==> config.mk <==
export PLATFORM = sky130hd
export DESIGN_NAME = mc_datapath
export DESIGN_NICKNAME = d
export VERILOG_FILES = /design/src/rtl/mc_dp_pkg.sv /design/src/rtl/mc_dp_alu.sv /design/src/rtl/mc_datapath.sv
export SDC_FILE = /design/constraint.sdc
export NUM_CORES = 1
export LEC_CHECK = 0
export ABC_AREA = 1
export CORE_MARGIN = 2
export CORE_UTILIZATION = 30
export DETAILED_ROUTE_END_ITERATION = 7
export PLACE_DENSITY = 0.52
export SETUP_SLACK_MARGIN = 0.5
export SYNTH_ARGS = -nofsm -noshare
export SYNTH_HDL_FRONTEND = slang
export SYNTH_SLANG_ARGS = --single-unit
==> constraint.sdc <==
create_clock -name clk -period 22.6 [get_ports clk]
set_input_delay 6.78 -clock clk [delete_from_list [all_inputs] [get_ports clk]]
set_output_delay 6.78 -clock clk [all_outputs]
set_load 0.005 [all_outputs]
==> src/rtl/mc_dp_pkg.sv <==
// Shared types and instruction field positions for the mc_datapath core.
package mc_dp_pkg;

  localparam int unsigned ILEN   = 16;
  localparam int unsigned OP_LSB = 12;
  localparam int unsigned OP_W   = 4;
  localparam int unsigned RD_LSB = 9;
  localparam int unsigned RA_LSB = 6;
  localparam int unsigned RB_LSB = 3;
  localparam int unsigned REG_W  = 3;
  localparam int unsigned IMM_W  = 6;
  localparam int unsigned NREGS  = 8;

  typedef enum logic [3:0] {
    OP_NOP  = 4'h0,
    OP_ADD  = 4'h1,
    OP_SUB  = 4'h2,
    OP_AND  = 4'h3,
    OP_OR   = 4'h4,
    OP_XOR  = 4'h5,
    OP_ADDI = 4'h6,
    OP_LD   = 4'h7,
    OP_ST   = 4'h8,
    OP_BEQ  = 4'h9,
    OP_JMP  = 4'hA,
    OP_HALT = 4'hF
  } opcode_e;

  typedef enum logic [2:0] {
    FETCH  = 3'd0,
    DECODE = 3'd1,
    EXEC   = 3'd2,
    MEM    = 3'd3,
    WB     = 3'd4,
    HALT   = 3'd5
  } state_e;

  typedef struct packed {
    logic z;
    logic n;
    logic c;
    logic v;
  } flags_t;

  // Opcodes B..E have no defined meaning and stop the core.
  function automatic logic is_illegal(input logic [3:0] op);
    return (op >= 4'hB) && (op <= 4'hE);
  endfunction

  function automatic logic sets_flags(input opcode_e op);
    return (op == OP_ADD) || (op == OP_SUB) || (op == OP_AND) ||
           (op == OP_OR)  || (op == OP_XOR) || (op == OP_ADDI);
  endfunction

endpackage

==> src/rtl/mc_dp_alu.sv <==
// Combinational ALU: add/sub/logic ops with {Z,N,C,V} flag generation.
module mc_dp_alu
  import mc_dp_pkg::*;
#(
  parameter int unsigned XLEN = 16
) (
  input  logic [3:0]      op,
  input  logic [XLEN-1:0] a,
  input  logic [XLEN-1:0] b,
  output logic [XLEN-1:0] result,
  output logic [3:0]      flags
);

  localparam int unsigned MSB = XLEN - 1;

  logic [XLEN:0] sum;
  flags_t        f;

  always_comb begin
    sum    = '0;
    result = '0;
    f      = '0;
    case (opcode_e'(op))
      OP_ADD, OP_ADDI: begin
        sum    = {1'b0, a} + {1'b0, b};
        result = sum[XLEN-1:0];
        f.c    = sum[XLEN];
        f.v    = (a[MSB] == b[MSB]) && (result[MSB] != a[MSB]);
      end
      // Carry out of a + ~b + 1 is the inverted borrow.
      OP_SUB: begin
        sum    = {1'b0, a} + {1'b0, ~b} + (XLEN+1)'(1);
        result = sum[XLEN-1:0];
        f.c    = sum[XLEN];
        f.v    = (a[MSB] != b[MSB]) && (result[MSB] != a[MSB]);
      end
      OP_AND:  result = a & b;
      OP_OR:   result = a | b;
      OP_XOR:  result = a ^ b;
      default: result = '0;
    endcase
    f.z = (result == '0);
    f.n = result[MSB];
  end

  assign flags = f;

endmodule

==> src/rtl/mc_datapath.sv <==
// Multi-cycle 16-bit-instruction CPU core with req/ack instruction and data ports.
// Optional MC_DATAPATH_PERF_EN adds cyc_cnt/inst_cnt performance counters.
module mc_datapath
  import mc_dp_pkg::*;
#(
  parameter int unsigned   XLEN     = 16,
  parameter int unsigned   AW       = 16,
  parameter logic [AW-1:0] RESET_PC = '0
) (
  input  logic            clk,
  input  logic            rst,
  output logic            imem_req,
  output logic [AW-1:0]   imem_addr,
  input  logic            imem_ack,
  input  logic [15:0]     imem_rdata,
  output logic            dmem_req,
  output logic            dmem_we,
  output logic [AW-1:0]   dmem_addr,
  output logic [XLEN-1:0] dmem_wdata,
  input  logic            dmem_ack,
  input  logic [XLEN-1:0] dmem_rdata,
  output logic            retire,
  output logic            halted,
  output logic            illegal,
  output logic [AW-1:0]   pc_o,
  output logic [3:0]      flags_o
`ifdef MC_DATAPATH_PERF_EN
  ,
  output logic [31:0]     cyc_cnt,
  output logic [31:0]     inst_cnt
`endif
);

  state_e            state_q, state_d;
  logic [ILEN-1:0]   ir_q;
  logic [XLEN-1:0]   a_q, b_q, d_q, imm_q, acc_q, mdr_q;
  flags_t            flags_q;
  logic [AW-1:0]     pc_q;
  logic [XLEN-1:0]   regs [NREGS];

  logic [3:0]        op_raw;
  opcode_e           op;
  logic [REG_W-1:0]  rd, ra, rb;
  logic [XLEN-1:0]   imm_ext, rf_a, rf_b, rf_d;
  logic [XLEN-1:0]   alu_b, alu_res, ea, br_tgt;
  logic [3:0]        alu_flags;
  logic              imem_fire, dmem_fire, retire_d, illegal_d;

  assign op_raw  = ir_q[OP_LSB +: OP_W];
  assign op      = opcode_e'(op_raw);
  assign rd      = ir_q[RD_LSB +: REG_W];
  assign ra      = ir_q[RA_LSB +: REG_W];
  assign rb      = ir_q[RB_LSB +: REG_W];
  assign imm_ext = {{(XLEN-IMM_W){ir_q[IMM_W-1]}}, ir_q[IMM_W-1:0]};

  assign rf_a = (ra == '0) ? '0 : regs[ra];
  assign rf_b = (rb == '0) ? '0 : regs[rb];
  assign rf_d = (rd == '0) ? '0 : regs[rd];

  // A late ack with no request outstanding must not advance the sequencer.
  assign imem_fire = imem_req & imem_ack;
  assign dmem_fire = dmem_req & dmem_ack;

  assign alu_b  = (op == OP_ADDI) ? imm_q : b_q;
  assign ea     = a_q + imm_q;
  assign br_tgt = XLEN'(pc_q) + XLEN'(1) + imm_q;

  assign imem_addr = pc_q;
  assign pc_o      = pc_q;
  assign flags_o   = flags_q;

  mc_dp_alu #(.XLEN(XLEN)) u_alu (
    .op     (op_raw),
    .a      (a_q),
    .b      (alu_b),
    .result (alu_res),
    .flags  (alu_flags)
  );

  always_ff @(posedge clk or posedge rst) begin
    if (rst) state_q <= FETCH;
    else     state_q <= state_d;
  end

  always_comb begin
    state_d   = state_q;
    retire_d  = 1'b0;
    illegal_d = 1'b0;
    case (state_q)
      FETCH:  if (imem_fire) state_d = DECODE;
      DECODE: begin
        if (is_illegal(op_raw)) begin
          state_d   = HALT;
          illegal_d = 1'b1;
        end else if (op == OP_HALT) begin
          state_d = HALT;
        end else begin
          state_d = EXEC;
        end
      end
      EXEC: begin
        case (op)
          OP_NOP, OP_BEQ, OP_JMP: begin
            state_d  = FETCH;
            retire_d = 1'b1;
          end
          OP_LD, OP_ST: state_d = MEM;
          default:      state_d = WB;
        endcase
      end
      MEM: begin
        if (dmem_fire) begin
          state_d  = (op == OP_ST) ? FETCH : WB;
          retire_d = (op == OP_ST);
        end
      end
      WB: begin
        state_d  = FETCH;
        retire_d = 1'b1;
      end
      HALT:    state_d = HALT;
      default: state_d = FETCH;
    endcase
  end

  // Request flops track the next state so req rises on entry and falls right after ack.
  always_ff @(posedge clk or posedge rst) begin
    if (rst) begin
      imem_req <= 1'b0;
      dmem_req <= 1'b0;
      retire   <= 1'b0;
      halted   <= 1'b0;
      illegal  <= 1'b0;
    end else begin
      imem_req <= (state_d == FETCH);
      dmem_req <= (state_d == MEM);
      retire   <= retire_d;
      halted   <= (state_d == HALT);
      illegal  <= illegal | illegal_d;
    end
  end

  always_ff @(posedge clk or posedge rst) begin
    if (rst) begin
      ir_q       <= '0;
      a_q        <= '0;
      b_q        <= '0;
      d_q        <= '0;
      imm_q      <= '0;
      acc_q      <= '0;
      mdr_q      <= '0;
      flags_q    <= '0;
      pc_q       <= RESET_PC;
      dmem_we    <= 1'b0;
      dmem_addr  <= '0;
      dmem_wdata <= '0;
    end else begin
      case (state_q)
        FETCH: if (imem_fire) ir_q <= imem_rdata;
        DECODE: begin
          a_q   <= rf_a;
          b_q   <= rf_b;
          d_q   <= rf_d;
          imm_q <= imm_ext;
        end
        EXEC: begin
          acc_q <= alu_res;
          if (sets_flags(op)) flags_q <= flags_t'(alu_flags);
          case (op)
            OP_BEQ:  pc_q <= (d_q == a_q) ? AW'(br_tgt) : pc_q + AW'(1);
            OP_JMP:  pc_q <= AW'(a_q);
            default: pc_q <= pc_q + AW'(1);
          endcase
          if ((op == OP_LD) || (op == OP_ST)) begin
            dmem_addr  <= AW'(ea);
            dmem_we    <= (op == OP_ST);
            dmem_wdata <= d_q;
          end
        end
        MEM: if (dmem_fire) mdr_q <= dmem_rdata;
        default: ;
      endcase
    end
  end

  // Register file; r0 is never written and reads as zero.
  always_ff @(posedge clk or posedge rst) begin
    if (rst) begin
      for (int i = 0; i < int'(NREGS); i++) regs[i] <= '0;
    end else if ((state_q == WB) && (rd != '0)) begin
      regs[rd] <= (op == OP_LD) ? mdr_q : acc_q;
    end
  end

`ifdef MC_DATAPATH_PERF_EN
  always_ff @(posedge clk or posedge rst) begin
    if (rst) begin
      cyc_cnt  <= '0;
      inst_cnt <= '0;
    end else begin
      if (!halted) cyc_cnt  <= cyc_cnt + 32'd1;
      if (retire)  inst_cnt <= inst_cnt + 32'd1;
    end
  end
`endif

endmodule

# After elaboration in Yosys (flattened, before gate mapping)
# Index checks and enable logic that the tools add are counted.
# classes
bitwise_logic,10
n_reduce_logical,26
n_lt_le_gt_ge,6
mux,33
add_sub_neg,6
eq_ne,23
# op_table
op,count
two-way mux 16 bit,13
binary-select mux 16 bit (select 3 bit),3
bitwise mux 128 bit,1
one-hot mux 16 bit (5 select lines),1
demux 16 bit (select 3 bit),1
adder 16 x 16 -> 17 bit,2
adder 16 bit,2
one-hot mux 16 bit (2 select lines),1
adder 17 x 1 -> 17 bit (second input constant),1
adder 16 x 1 -> 16 bit (second input constant),1
AND 16 bit,1
== test 16 bit,1
== test 4 x 3 -> 1 bit (second input constant),4
== test 4 bit (second input constant),4
greater-or-equal comparator 4 bit (second input constant),4
logical NOT 16 bit,1
NOT 16 bit,1
bitwise OR 16 bit,1
XOR 16 bit,1
logical NOT 3 bit,5
two-way mux 3 bit,5
one-hot mux 3 bit (5 select lines),1
NOT 3 -> 4 bit,3
== test 3 x 2 -> 1 bit (second input constant),3
other kinds (21),43
# word_totals
output_inout_bits,74
wordCells,133
regBits,291
input_bits,36

# Depth between registers and ports, before layout
# logic_depth
word_depth,8
mapped_depth,24
ltp_nobuf,23

# By module
# From an unflattened synthesis, not the netlist that was laid out.
# hier_totals
cells_unflattened,2636
area_unflattened_um2,18691.7
# modules_own_cells
module,area_per_inst_um2,cells_per_inst,seq_area_each_um2,instances
mc_datapath,15645.0,2061,6881.6,1
mc_dp_alu,3046.7,575,0.0,1

# Worst setup path before layout
# OpenSTA, ideal clock, no wires.
# synth_path
path_type,input to register
from,input dmem_ack
to,register mdr_q[0]
path_buffers,1
setup_ps,125
path_stages,3
arrival_time_ps,7625
required_time_ps,22475
setup_slack_ps,14851
cell_sequence,nand3_1 > buf_2 > mux2_2
# synth_via
elab_chain_cells,2
# synth_rtl
element,line,rtl
start: declaration,mc_datapath.sv:20,"input logic dmem_ack,"
AND 1 bit,mc_datapath.sv:62,assign dmem_fire = dmem_req & dmem_ack;
AND reduction 2 bit (no source line),-,
end signal: assignment,mc_datapath.sv:180,MEM: if (dmem_fire) mdr_q <= dmem_rdata;
end: declaration,mc_datapath.sv:36,"logic [XLEN-1:0] a_q, b_q, d_q, imm_q, acc_q, mdr_q;"
# No other way between the ends.
# A chain may end at the register's enable or synchronous reset.

==> results.txt <==
- Synthesis handed over a netlist of 2523 instances.
- In the final routed layout, each cell accounts on average for 21.2 um.
- The floorplan has 90 rows.
- Synthesized netlist net count: 2648
- Crit path cell chain: clkdlybuf4s50_1 -> inv_8 -> buf_4
- Summing the areas of all and, or, nand and nor instances in the mapped netlist gives 22.8% of the synthesized area.
- Buffers inserted during clock tree synthesis total 37.
* Synth warnings: 0
- The first global-routing pass estimated 109 mm of wire.
* Launch point of the critical path: rst
- Number of buffers on the longest clock path: 3
- Source-to-sink clock delay at the later pin of the worst-skew pair: 590 ps
- Combinational logic is responsible for 55.2% of the overall power.
- Net switching is 50.7% of the power.
* Maximum vdd drop: 0.0565 mV
- Part of the power in the clock network: 18.3%
* Most used cells in the layout excluding fill and tap cells: nand2_1 (601), o21ai_0 (368), inv_1 (290)
* Critical path data required time: 23130 ps
- Number of setup violations in the final report: 0
* Total global routing track utilization: 22.6%
- Post-synth top area share: 37.8%
* Slowest cell on the critical path: buf_4
* Hold violation count in the final report: 0
* Multiplexer share of the synthesized area: 1.75%
- In this run the standard cell core region covers 60100 um^2.
* Hold_sp: dmem_wdata[12]
* Portion of the post-synthesis area used by sequential elements: 37.8%
- Fraction of power consumed by sequential logic: 26.5%
* Type of destination of the critical path: asynchronous set/reset pin
* Final critical-path required period: 8390 ps
* Most common cell after layout, fill and taps aside: nand2_1
- After detailed routing, the number of remaining DRC violations is 0.
- Switch Pwr: 1.65 mW
- Detailed placement ended at an HPWL of 50.6 mm.
- The congestion estimate from routability-driven global placement came to 0.934.
- Final-layout setup total negative slack: 0 ps
- The clock tree synthesis step divided the H-tree into 2 levels.
- Largest family of logic cells by synthesized area: simple AND/OR/NAND/NOR gates
* Adder-cell area share of the yosys netlist: 6.28%
* Startpoint of the worst-slack reg-to-reg timing path: ir_q[15]
- Result of the run: completed
- The number of gates resized after CTS was 0.
- In this run the tool buffered the top-level ports with 109 buffer cells.
- Pwr Total: 3.26 mW
- Power spread over the standard cell area amounts to 154 nW/um^2.
- Setup repair after global routing left no endpoint under its margin.
- Share of flip-flops with an asynchronous set or reset: 100%
- The die covers 62700 um^2.
- TritonCTS built the clock tree.
- Crit path arrival time: 8910 ps
* TritonRoute pass-1 iters: 6
* Largest incremental delay on the critical path: 860 ps
- Summing the areas of all compound-gate instances in the mapped netlist gives 20.2% of the synthesized area.
- Counting flops and latches in the post-synthesis netlist gives 275.
* Worst setup skew after layout: 41.9 ps
- Ranked by total cell area, the synthesized netlist is headed by dfrtp_1 (38%), nand2_1 (12%), o21ai_0 (10%).
- The detailed router put a total of 30.7 mm of wire on met1.
- Die Wd: 250 um
- The worst path meets setup with 14210 ps of slack.
- In this run the cell area measured after placement is 19900 um^2.
* Largest net degree at the start of global routing: 132
- The most used flip-flop cell after synthesis is dfrtp_1.
- The number of global-route vias before repair came to 17501.
- Relative area change from synthesis to final layout: 16.1%
* Total overflow reported by the global router: 0
* Number of flops mapped to enable cells by yosys: 0
- Part of the cycle the worst path needs: 37.1%
* Number of buffers inserted for hold repair after clock tree synthesis: 0
- Number of nets in the finished design: 2689
- Clock root buffer: clkbuf_16
- Summing the areas of all xor and xnor instances in the mapped netlist gives 1.44% of the synthesized area.
* Synthesized area: 18200 um^2
- Number of vias after detailed routing: 18023
* Antenna-violating nets left: 0
- Internal power consumption: 1.61 mW
- Cell taking the most area after synthesis: dfrtp_1
* Via/cell ratio: 5.34
- Pin placement for this block handled 110 I/O pins.
- Kind of launch point of the worst setup path: input pin
- Avg Cell Area, Syn: 7.21 um^2
* Worst-case headroom to the max-slew limit: 20.6%
* Final Slew Violations: 0
- Once the floorplan was initialized, standard cells occupied 30.3% of the core.
- The highest metal layer carrying signal wires in the routed design is met4.
- Pre-CTS WS: 13520 ps
- Clock-pin slew was measured on the worst setup and hold paths at 60 ps.
- Met2 WL post-DR: 33.0 mm
- Wire segments on met3 add up to 4.78 mm in the final route.
- Post-CTS setup buffers: 0
- FMAX: 0.119 GHz
- Max Cap Violations: 0
* Initial drt markers: 1807
- The critical path is of the input pin to asynchronous set/reset pin type.
* Die Ht: 250 um
* Maximum fanout along the worst path: 131
- The number of antenna violations at the first check in global routing came to 1.
- Counting distinct cell types in the post-synthesis netlist gives 49.
- In the final layout, the share of cells above drive strength 1 is 5.91%.
- P_leak: 9.67 nW
* Layout Cell Area excl Fill: 21100 um^2
- Class of the tightest hold or removal check: flip-flop to flip-flop
* Total clock sinks: 275
- At the pin with the least slew margin, the transition time is 1190 ps.
* Total routed wirelength: 71.6 mm
-- worst max-delay path, delay by kind of cell --
kind | cells | cell delay (ps)
buf+inv | 3 | 2020
-- per-layer routing --
metal	vias to the layer above	track usage (%)
li1	8487	-
met1	8624	29.5
met2	752	37.4
met3	160	3.36
met4	0	9.60
met5	-	0
-- stage by stage --
step	hold WS (ps)	util (%)	std cells
finish	472	35.1	3374
global route	510	35.1	3373
CTS	480	35.1	3373
detailed placement	465	33.1	3307
global placement	464	33.1	3307
floorplan	448	-	2523
-- path summary, 6_finish.rpt --
check                            endpoint  slack, ps  depth (start not counted)
max                             mdr_q[11]      14210                          3
min                        dmem_wdata[12]        470                          2
max reg2reg                    flags_o[3]      18260                         14
min reg2reg                dmem_wdata[12]        470                          2
max in group clk             imem_addr[8]      14250                          1
min in group asynchronous         ir_q[4]       6820                          2
-- power by group through the flow --
stage,sequential (mW),clock (mW),combinational (mW)
after floorplan,0.767,0,1.21
after global placement,0.861,0,1.77
after detailed placement,0.866,0,1.77
after CTS,0.860,0.614,1.78
after global routing,0.882,0.634,2.00
final,0.864,0.597,1.80
-- cell type report --
class	count	area, um^2
clock buffer	53	1090
clock inverter	13	153
timing repair buffer	138	1310
fill	6362	39000
antenna	1	2.50
inverter	308	1160
sequential	275	6880
tap	782	978
multi-input combinational	1804	9560
-- cell usage after synthesis (23+ instances only) --
cell	n
xor2_1	25
a221oi_1	26
a21oi_1	160
inv_1	291
nand4_1	23
nand2_1	601
clkbuf_1	87
nand3_1	192
o21ai_0	368
nor2_1	126
dfrtp_1	275
ha_1	85
-- cell families (layout without fill, tap and decap cells) --
kind of cell,after synthesis,count (layout)
and+or+nand+nor,990,990
AOI/OAI and AO/OA,666,666
buffers and inverters,444,512
DFF,275,275
adders and majority gates,89,89
xor gates and xnor gates,30,30
muxes,29,29
other,0,1
-- registers in the layout, summed over array words and instances, names as in the netlist --
signal	flops
regs	112
a_q	16
acc_q	16
b_q	16
d_q	16
dmem_addr	16
dmem_wdata	16
imem_addr	16
ir_q	16
mdr_q	16
imm_q	6
flags_o	4
state_q	3
dmem_req	1
dmem_we	1
halted	1
illegal	1
imem_req	1
retire	1
Power figures use the tool's default switching activity.
